## config.mk

```make
export PLATFORM = sky130hd
export DESIGN_NAME = uart_debug_controller_flat
export DESIGN_NICKNAME = d
export VERILOG_FILES = /design/src/rtl/uart_debug_controller_if.sv /design/src/rtl/uart_debug_controller.sv /design/src/flat_wrapper.sv
export SDC_FILE = /design/constraint.sdc
export NUM_CORES = 2
export LEC_CHECK = 0
export BUFFER_PORTS_ARGS = -buffer_cell sky130_fd_sc_hd__buf_4
export CAP_MARGIN = 40
export CORE_MARGIN = 4
export CORE_UTILIZATION = 35
export DETAILED_ROUTE_END_ITERATION = 16
export SLEW_MARGIN = 20
export SYNTH_ARGS = -nofsm -noshare
export SYNTH_HDL_FRONTEND = slang
export SYNTH_SLANG_ARGS = --single-unit
```

## constraint.sdc

```tcl
create_clock -name i_clk -period 3 [get_ports i_clk]
set_input_delay 0.6 -clock i_clk [delete_from_list [all_inputs] [get_ports i_clk]]
set_output_delay 0.6 -clock i_clk [all_outputs]
set_load 0.05 [all_outputs]
```

## src/rtl/uart_debug_controller_if.sv

```systemverilog
// Word-level UART handshake between the debug controller (master) and the UART
// word buffers (slave): received-word strobe in, transmit start/data out.
interface uart_debug_controller_if #(
    parameter int WORD_WIDTH = 32
);
    logic                  i_rx_valid;
    logic [WORD_WIDTH-1:0] i_rx_data;
    logic                  i_tx_ready;
    logic                  o_tx_start;
    logic [WORD_WIDTH-1:0] o_tx_data;

    modport master (
        input  i_rx_valid,
        input  i_rx_data,
        input  i_tx_ready,
        output o_tx_start,
        output o_tx_data
    );

    modport slave (
        output i_rx_valid,
        output i_rx_data,
        output i_tx_ready,
        input  o_tx_start,
        input  o_tx_data
    );
endinterface

```

## src/rtl/uart_debug_controller.sv

```systemverilog
// Debug / program-load controller: decodes ASCII command words, streams program
// words into instruction memory, runs or single-steps the CPU and dumps its state.
module uart_debug_controller #(
    parameter int WORD_WIDTH     = 32,
    parameter int REG_ADDR_BITS  = 5,
    parameter int DMEM_ADDR_BITS = 8,
    parameter int IMEM_ADDR_BITS = 6,
    parameter int N_LATCHES      = 4,
    parameter int LATCH_WORDS    = 5
) (
    input  logic                                       i_clk,
    input  logic                                       i_reset,
    uart_debug_controller_if.master                    uart,
    output logic                                       o_imem_we,
    output logic [IMEM_ADDR_BITS-1:0]                  o_imem_addr,
    output logic [WORD_WIDTH-1:0]                      o_imem_data,
    output logic                                       o_cpu_reset,
    output logic                                       o_run,
    output logic                                       o_step,
    input  logic                                       i_halted,
    output logic [REG_ADDR_BITS-1:0]                   o_reg_addr,
    input  logic [WORD_WIDTH-1:0]                      i_reg_data,
    output logic [DMEM_ADDR_BITS-1:0]                  o_dmem_addr,
    input  logic [WORD_WIDTH-1:0]                      i_dmem_data,
    input  logic [N_LATCHES*LATCH_WORDS*WORD_WIDTH-1:0] i_latches
);
    localparam int LAT_TOTAL = N_LATCHES * LATCH_WORDS;
    localparam int LAT_BITS  = LAT_TOTAL * WORD_WIDTH;
    localparam int LAT_IDX_W = (LAT_TOTAL > 1) ? $clog2(LAT_TOTAL) : 1;
    localparam logic [LAT_IDX_W-1:0] LAT_LAST = LAT_IDX_W'(LAT_TOTAL - 1);

    localparam logic [31:0] CMD_RINS = "rins";
    localparam logic [31:0] CMD_IEOF = "ieof";
    localparam logic [31:0] CMD_CONT = "cont";
    localparam logic [31:0] CMD_STEP = "step";
    localparam logic [31:0] CMD_DUMP = "dump";
    localparam logic [31:0] CMD_HALT = "halt";

    localparam logic [WORD_WIDTH-1:0] RPL_UNKNOWN = WORD_WIDTH'(32'hEEEE_0000);
    localparam logic [WORD_WIDTH-1:0] RPL_OVF     = WORD_WIDTH'(32'hEEEE_0001);
    localparam logic [WORD_WIDTH-1:0] RPL_HALTED  = WORD_WIDTH'(32'hFFFF_FFFF);
    localparam logic [WORD_WIDTH-1:0] RPL_ABORT   = WORD_WIDTH'(32'hFFFF_FFFE);

    typedef enum logic [3:0] {
        IDLE,
        DECODE,
        LOAD,
        RUN,
        STEP,
        DUMP_REG,
        DUMP_MEM,
        DUMP_LAT,
        DUMP_SUM,
        REPLY
    } state_t;

    state_t                  state;
    logic [31:0]             cmd;
    logic [IMEM_ADDR_BITS:0] load_cnt;
    logic                    overflow;
    logic                    run_en;
    logic                    snap_pending;
    logic                    tx_start_q;
    logic [WORD_WIDTH-1:0]   tx_data_q;
    logic [WORD_WIDTH-1:0]   reply_word;
    logic [WORD_WIDTH-1:0]   checksum;
    logic [LAT_IDX_W-1:0]    lat_idx;
    logic [LAT_BITS-1:0]     lat_snap;

    logic                    rx_halt;
    logic                    can_send;
    logic                    sending;
    logic                    dump_data;
    logic                    enter_dump;
    logic [WORD_WIDTH-1:0]   send_word;

    // A host abort or a retired HALT must gate the CPU in the very cycle it is seen,
    // so the run enable is qualified combinationally rather than waiting for the FSM.
    assign rx_halt    = uart.i_rx_valid && (uart.i_rx_data[31:0] == CMD_HALT);
    assign o_run      = run_en && !i_halted && !rx_halt;
    assign o_step     = (state == STEP) && !i_halted;

    assign can_send   = uart.i_tx_ready && !tx_start_q;
    assign dump_data  = (state == DUMP_REG) || (state == DUMP_MEM) || (state == DUMP_LAT);
    assign sending    = can_send && (dump_data || (state == DUMP_SUM) || (state == REPLY));
    assign enter_dump = ((state == DECODE) && (cmd == CMD_DUMP)) ||
                        ((state == STEP) && !i_halted);

    assign uart.o_tx_start = tx_start_q;
    assign uart.o_tx_data  = tx_data_q;

    always_comb begin
        send_word = reply_word;
        case (state)
            DUMP_REG: send_word = i_reg_data;
            DUMP_MEM: send_word = i_dmem_data;
            DUMP_LAT: send_word = lat_snap[int'(lat_idx) * WORD_WIDTH +: WORD_WIDTH];
            DUMP_SUM: send_word = checksum;
            default:  send_word = reply_word;
        endcase
    end

    always_ff @(posedge i_clk) begin
        if (i_reset) begin
            state        <= IDLE;
            cmd          <= '0;
            load_cnt     <= '0;
            overflow     <= 1'b0;
            run_en       <= 1'b0;
            snap_pending <= 1'b0;
            tx_start_q   <= 1'b0;
            tx_data_q    <= '0;
            reply_word   <= '0;
            checksum     <= '0;
            lat_idx      <= '0;
            lat_snap     <= '0;
            o_imem_we    <= 1'b0;
            o_imem_addr  <= '0;
            o_imem_data  <= '0;
            o_cpu_reset  <= 1'b0;
            o_reg_addr   <= '0;
            o_dmem_addr  <= '0;
        end else begin
            tx_start_q <= 1'b0;
            o_imem_we  <= 1'b0;

            case (state)
                IDLE: begin
                    if (uart.i_rx_valid) begin
                        cmd   <= uart.i_rx_data[31:0];
                        state <= DECODE;
                    end
                end

                DECODE: begin
                    case (cmd)
                        CMD_RINS: begin
                            state       <= LOAD;
                            load_cnt    <= '0;
                            overflow    <= 1'b0;
                            o_cpu_reset <= 1'b1;
                        end
                        CMD_CONT: begin
                            state  <= RUN;
                            run_en <= 1'b1;
                        end
                        CMD_STEP: state <= STEP;
                        CMD_DUMP: state <= DUMP_REG;
                        default: begin
                            reply_word <= RPL_UNKNOWN;
                            state      <= REPLY;
                        end
                    endcase
                end

                // The counter carries one extra bit so a full memory is told apart
                // from an empty one; once that bit is set every further word is dropped.
                LOAD: begin
                    if (uart.i_rx_valid) begin
                        if (uart.i_rx_data[31:0] == CMD_IEOF) begin
                            o_cpu_reset <= 1'b0;
                            reply_word  <= overflow ? RPL_OVF : WORD_WIDTH'(load_cnt);
                            state       <= REPLY;
                        end else if (load_cnt[IMEM_ADDR_BITS]) begin
                            overflow <= 1'b1;
                        end else begin
                            o_imem_we   <= 1'b1;
                            o_imem_addr <= load_cnt[IMEM_ADDR_BITS-1:0];
                            o_imem_data <= uart.i_rx_data;
                            load_cnt    <= load_cnt + 1'b1;
                        end
                    end
                end

                RUN: begin
                    if (i_halted) begin
                        run_en     <= 1'b0;
                        reply_word <= RPL_HALTED;
                        state      <= REPLY;
                    end else if (rx_halt) begin
                        run_en     <= 1'b0;
                        reply_word <= RPL_ABORT;
                        state      <= REPLY;
                    end
                end

                STEP: begin
                    if (i_halted) begin
                        reply_word <= RPL_HALTED;
                        state      <= REPLY;
                    end else begin
                        state <= DUMP_REG;
                    end
                end

                // Latches are captured in the first dump cycle, after any step has landed.
                DUMP_REG: begin
                    if (snap_pending) begin
                        lat_snap     <= i_latches;
                        snap_pending <= 1'b0;
                    end
                    if (sending) begin
                        o_reg_addr <= o_reg_addr + 1'b1;
                        if (&o_reg_addr) state <= DUMP_MEM;
                    end
                end

                DUMP_MEM: begin
                    if (sending) begin
                        o_dmem_addr <= o_dmem_addr + 1'b1;
                        if (&o_dmem_addr) begin
                            lat_idx <= '0;
                            state   <= DUMP_LAT;
                        end
                    end
                end

                DUMP_LAT: begin
                    if (sending) begin
                        if (lat_idx == LAT_LAST) state <= DUMP_SUM;
                        else lat_idx <= lat_idx + 1'b1;
                    end
                end

                DUMP_SUM: if (sending) state <= IDLE;

                REPLY: if (sending) state <= IDLE;

                default: state <= IDLE;
            endcase

            if (sending) begin
                tx_start_q <= 1'b1;
                tx_data_q  <= send_word;
            end
            if (sending && dump_data) checksum <= checksum ^ send_word;

            if (enter_dump) begin
                o_reg_addr   <= '0;
                o_dmem_addr  <= '0;
                lat_idx      <= '0;
                checksum     <= '0;
                snap_pending <= 1'b1;
            end
        end
    end
endmodule

```

## src/flat_wrapper.sv

```systemverilog
// flat-port wrapper written by rule: the top's interface ports become plain ports
module uart_debug_controller_flat 
#(
    parameter int WORD_WIDTH     = 32,
    parameter int REG_ADDR_BITS  = 5,
    parameter int DMEM_ADDR_BITS = 8,
    parameter int IMEM_ADDR_BITS = 6,
    parameter int N_LATCHES      = 4,
    parameter int LATCH_WORDS    = 5
)
  (i_clk, i_reset, o_imem_we, o_imem_addr, o_imem_data, o_cpu_reset, o_run, o_step, i_halted, o_reg_addr, i_reg_data, o_dmem_addr, i_dmem_data, i_latches, uart_i_rx_valid, uart_i_rx_data, uart_i_tx_ready, uart_o_tx_start, uart_o_tx_data);
  uart_debug_controller_if #(.WORD_WIDTH(WORD_WIDTH)) uart_i ();
  input  logic i_clk;
  input  logic i_reset;
  output logic o_imem_we;
  output logic [IMEM_ADDR_BITS-1:0] o_imem_addr;
  output logic [WORD_WIDTH-1:0] o_imem_data;
  output logic o_cpu_reset;
  output logic o_run;
  output logic o_step;
  input  logic i_halted;
  output logic [REG_ADDR_BITS-1:0] o_reg_addr;
  input  logic [WORD_WIDTH-1:0] i_reg_data;
  output logic [DMEM_ADDR_BITS-1:0] o_dmem_addr;
  input  logic [WORD_WIDTH-1:0] i_dmem_data;
  input  logic [N_LATCHES*LATCH_WORDS*WORD_WIDTH-1:0] i_latches;
  input wire logic [$bits(uart_i.i_rx_valid)-1:0] uart_i_rx_valid;
  input wire logic [$bits(uart_i.i_rx_data)-1:0] uart_i_rx_data;
  input wire logic [$bits(uart_i.i_tx_ready)-1:0] uart_i_tx_ready;
  output wire logic [$bits(uart_i.o_tx_start)-1:0] uart_o_tx_start;
  output wire logic [$bits(uart_i.o_tx_data)-1:0] uart_o_tx_data;
  assign uart_i.i_rx_valid = uart_i_rx_valid;
  assign uart_i.i_rx_data = uart_i_rx_data;
  assign uart_i.i_tx_ready = uart_i_tx_ready;
  assign uart_o_tx_start = uart_i.o_tx_start;
  assign uart_o_tx_data = uart_i.o_tx_data;
  uart_debug_controller #(.WORD_WIDTH(WORD_WIDTH), .REG_ADDR_BITS(REG_ADDR_BITS), .DMEM_ADDR_BITS(DMEM_ADDR_BITS), .IMEM_ADDR_BITS(IMEM_ADDR_BITS), .N_LATCHES(N_LATCHES), .LATCH_WORDS(LATCH_WORDS)) u_core (.i_clk(i_clk), .i_reset(i_reset), .uart(uart_i), .o_imem_we(o_imem_we), .o_imem_addr(o_imem_addr), .o_imem_data(o_imem_data), .o_cpu_reset(o_cpu_reset), .o_run(o_run), .o_step(o_step), .i_halted(i_halted), .o_reg_addr(o_reg_addr), .i_reg_data(i_reg_data), .o_dmem_addr(o_dmem_addr), .i_dmem_data(i_dmem_data), .i_latches(i_latches));
endmodule
```

==> results.json <==
{
  "status": "completed",
  "cts_buffer_depth": 3,
  "cts_tree": "yes",
  "startpoint": "u_core.lat_idx[0]",
  "maxUsedRoutingLayer": "met5",
  "core_area_sq_um": 98850,
  "worstMarginPinSlew_ns": 0.9953,
  "worstReg2RegEnd": "u_core.checksum[10]",
  "grt_pass1_vias": 32057,
  "num_rows": 115,
  "grt_pass1_wl_mm": 213.9,
  "ir_drop_v": 0.0004670,
  "hp-class": "in2reg",
  "die_area_sq_um": 105200,
  "endpoint": "u_core.checksum[10]",
  "cp-end-kind": "flip-flop",
  "report.final.slew_viol_count": 0,
  "antenna_found_initial": 38,
  "die_h_um": 324.3,
  "io_pins": 829,
  "synth.distinct_cells": 73,
  "cp.arrival_ns": 3.42,
  "path_delay_family": "multiplexers",
  "dr.pass1.iters": 7,
  "totalPowerFinal_uw": 27570,
  "wl_met3_mm": 10.64,
  "setup_violations": 0,
  "drv_cap": 0,
  "rsz0062_at_grt": "no",
  "cp_slowest_stage_delay_ns": 0.52,
  "dr_total_vias": 33073,
  "wl_met2_mm": 72.77,
  "syn_nets": 4864,
  "clock_sinks": 818,
  "drive_gt1_share_pct": 26.87,
  "powerDensity_nw_per_um2": 596.9,
  "dp_hpwl_mm": 115.9,
  "route.detailed.drc": 0,
  "skew_ns": 0.03273,
  "worstSkewPairLatency_ns": 0.68,
  "fmax_ghz": 0.3522,
  "start_util_pct": 35.43,
  "syn-cell-area_sq_um": 35020,
  "totalWireLength_mm": 149.6,
  "layout_commonest_cell": "nand2_1",
  "tns_ns": 0,
  "ys_ff_latch": 818,
  "grt_max_degree": 187,
  "slew_headroom_pct": 33.65,
  "path_cells": "buf_12, buf_12, mux4_2, mux2i_1, o221ai_1, a21oi_1, o21ai_0, a21oi_1",
  "hold_buffers": 0,
  "yosysSeqAreaShare_pct": 46.76,
  "final_area_sq_um": 46200,
  "numCtsBuffers": 91,
  "clk_pin_slew_ns": 0.06,
  "vias_per_cell": 5.309,
  "syn_to_final_growth_pct": 31.90,
  "grt_util_all_layers_pct": 27.10,
  "cp-start-kind": "flip-flop",
  "reg2reg_slack_ns": 0.16,
  "synthCells": 4118,
  "yosys_warnings": 0,
  "drt-met1-wl_mm": 60.86,
  "leakage_uw": 0.01665,
  "crit_fanout": 12,
  "finalCritPeriodShare_pct": 94.65,
  "synth_edf_count": 0,
  "r2r-start": "u_core.lat_idx[0]",
  "avgSynthCellArea_sq_um": 8.505,
  "fin_util_pct": 46.73,
  "ant_nets": 0,
  "cts_max_level": 3,
  "crit_buf_inv": 2,
  "final_cell_mix": "1439 x nand2_1, 939 x buf_4, 815 x dfxtp_1",
  "slowest_stage": "mux4_2",
  "grt_overflow": 0,
  "fin_nets": 5593,
  "cts_root_buf": "clkbuf_16",
  "min_period_ns": 2.840,
  "ff2ff_path_depth": 8,
  "required_ns": 3.58,
  "setup.worst_path.class": "reg2reg",
  "ys.flop_type": "dfxtp_1",
  "hold_viol": 0,
  "async_reset_ff_share_pct": 0,
  "placedInstanceArea_sq_um": 42990,
  "port_buffers": 828,
  "critical_path_cell_count": 8,
  "hp-start": "i_latches[228]",
  "place_congestion": 0.9022,
  "wl_per_cell_um": 24.02,
  "dieWidth_um": 324.3,
  "drtIter0Drc": 3129,
  "holdWs_ns": 0.1669
}
worst min-delay path by stage:
stage                            to  slack (ns)  cells past startpoint
2_1_floorplan        u_core.cmd[12]        0.43                      2
3_3_place_gp   u_core.lat_snap[634]        0.44                      2
3_5_place_dp   u_core.lat_snap[497]        0.44                      2
4_1_cts        u_core.lat_snap[228]        0.12                      3
5_1_grt        u_core.lat_snap[231]        0.14                      3
6_report       u_core.lat_snap[228]        0.17                      3
synthesized netlist by cell type (all sizes together), types with 8 or more instances:
cell type  number  area share, %
and2           19           0.34
o21ai          50           0.71
and3           11           0.20
o21a           16           0.34
a21oi         755             11
mux2i         113            3.2
o221ai         32           0.80
dfxtp         818             47
nand3          18           0.27
nor2          110            1.2
a22oi           9           0.19
mux4          160             10
nor4            8           0.20
a222oi         25           0.71
buf           109            1.6
clkbuf        229            2.5
or3            27           0.48
nor2b          12           0.21
nand2        1440             15
nand2b         16           0.29
nor3            9           0.13
mux2            9           0.38
a211oi         26           0.56
cell families (layout without fill, tap and decap cells):
logic type	after synthesis	count (layout)	share of synthesized area (%)
multiplexers	282	282	13.89
buffers and inverters	345	1150	4.112
AND/OR/NAND/NOR	1718	1718	20.07
adder cells (fa/ha/maj)	5	5	0.1786
XOR/XNOR	9	9	0.2250
AO/OA/AOI/OAI	941	941	14.77
flip-flops	818	818	46.76
other	0	20	0
layer usage:
layer | track usage, % | vias to the layer above
met1 | 34.18 | 16008
li1 | - | 15603
met5 | 0 | -
met4 | 9.928 | 28
met3 | 5.909 | 237
met2 | 45.64 | 1197
per-stage QoR:
step                      setup slack, ns  std cells
after floorplan                    0.4229       4118
after global placement            0.05806       6035
after detailed placement          0.04958       6036
after CTS                        0.009960       6205
after global routing              0.03408       6226
final                              0.1604       6230
tightest hold or removal path, cell delays in order:
cell and delay, ns:
buf_4 0.11, nand2_1 0.04, a21oi_1 0.05
layout make-up:
class / count / area (sq um)
Antenna cell: 20 / 50.05
Sequential cell: 818 / 16390
Tap cell: 1287 / 1610
Clock inverter: 36 / 391.6
Inverter: 7 / 26.28
Fill cell: 9817 / 52650
Timing Repair Buffer: 974 / 7745
Clock buffer: 133 / 2716
Multi-Input combinational cell: 2955 / 17270
sequential cells by signal (all words and copies together), names as in the netlist, 6 cells and up:
signal                 flops
u_core.o_imem_addr         6
u_core.lat_snap          640
u_core.o_dmem_addr         8
u_core.checksum           32
u_core.uart.o_tx_data     32
u_core.o_imem_data        32
u_core.cmd                32
u_core.reply_word          9
u_core.load_cnt            7
report_power, final:
group | total (uW) | switching, uW | internal [uW]
clock network | 11500 | 4780 | 6750
logic | 4540 | 2720 | 1830
registers | 11500 | 305 | 11200
total | 27600 | 7800 | 19800
timing repair:
| action | CTS | global route |
|---|---|---|
| resized for setup | 0 | 1 |
| endpoints found under the setup margin | 0 | 12 |
| hold endpoints to repair | 0 | 0 |
| setup buffers | 0 | 5 |
No activity file was read; power rests on OpenSTA's default activity.
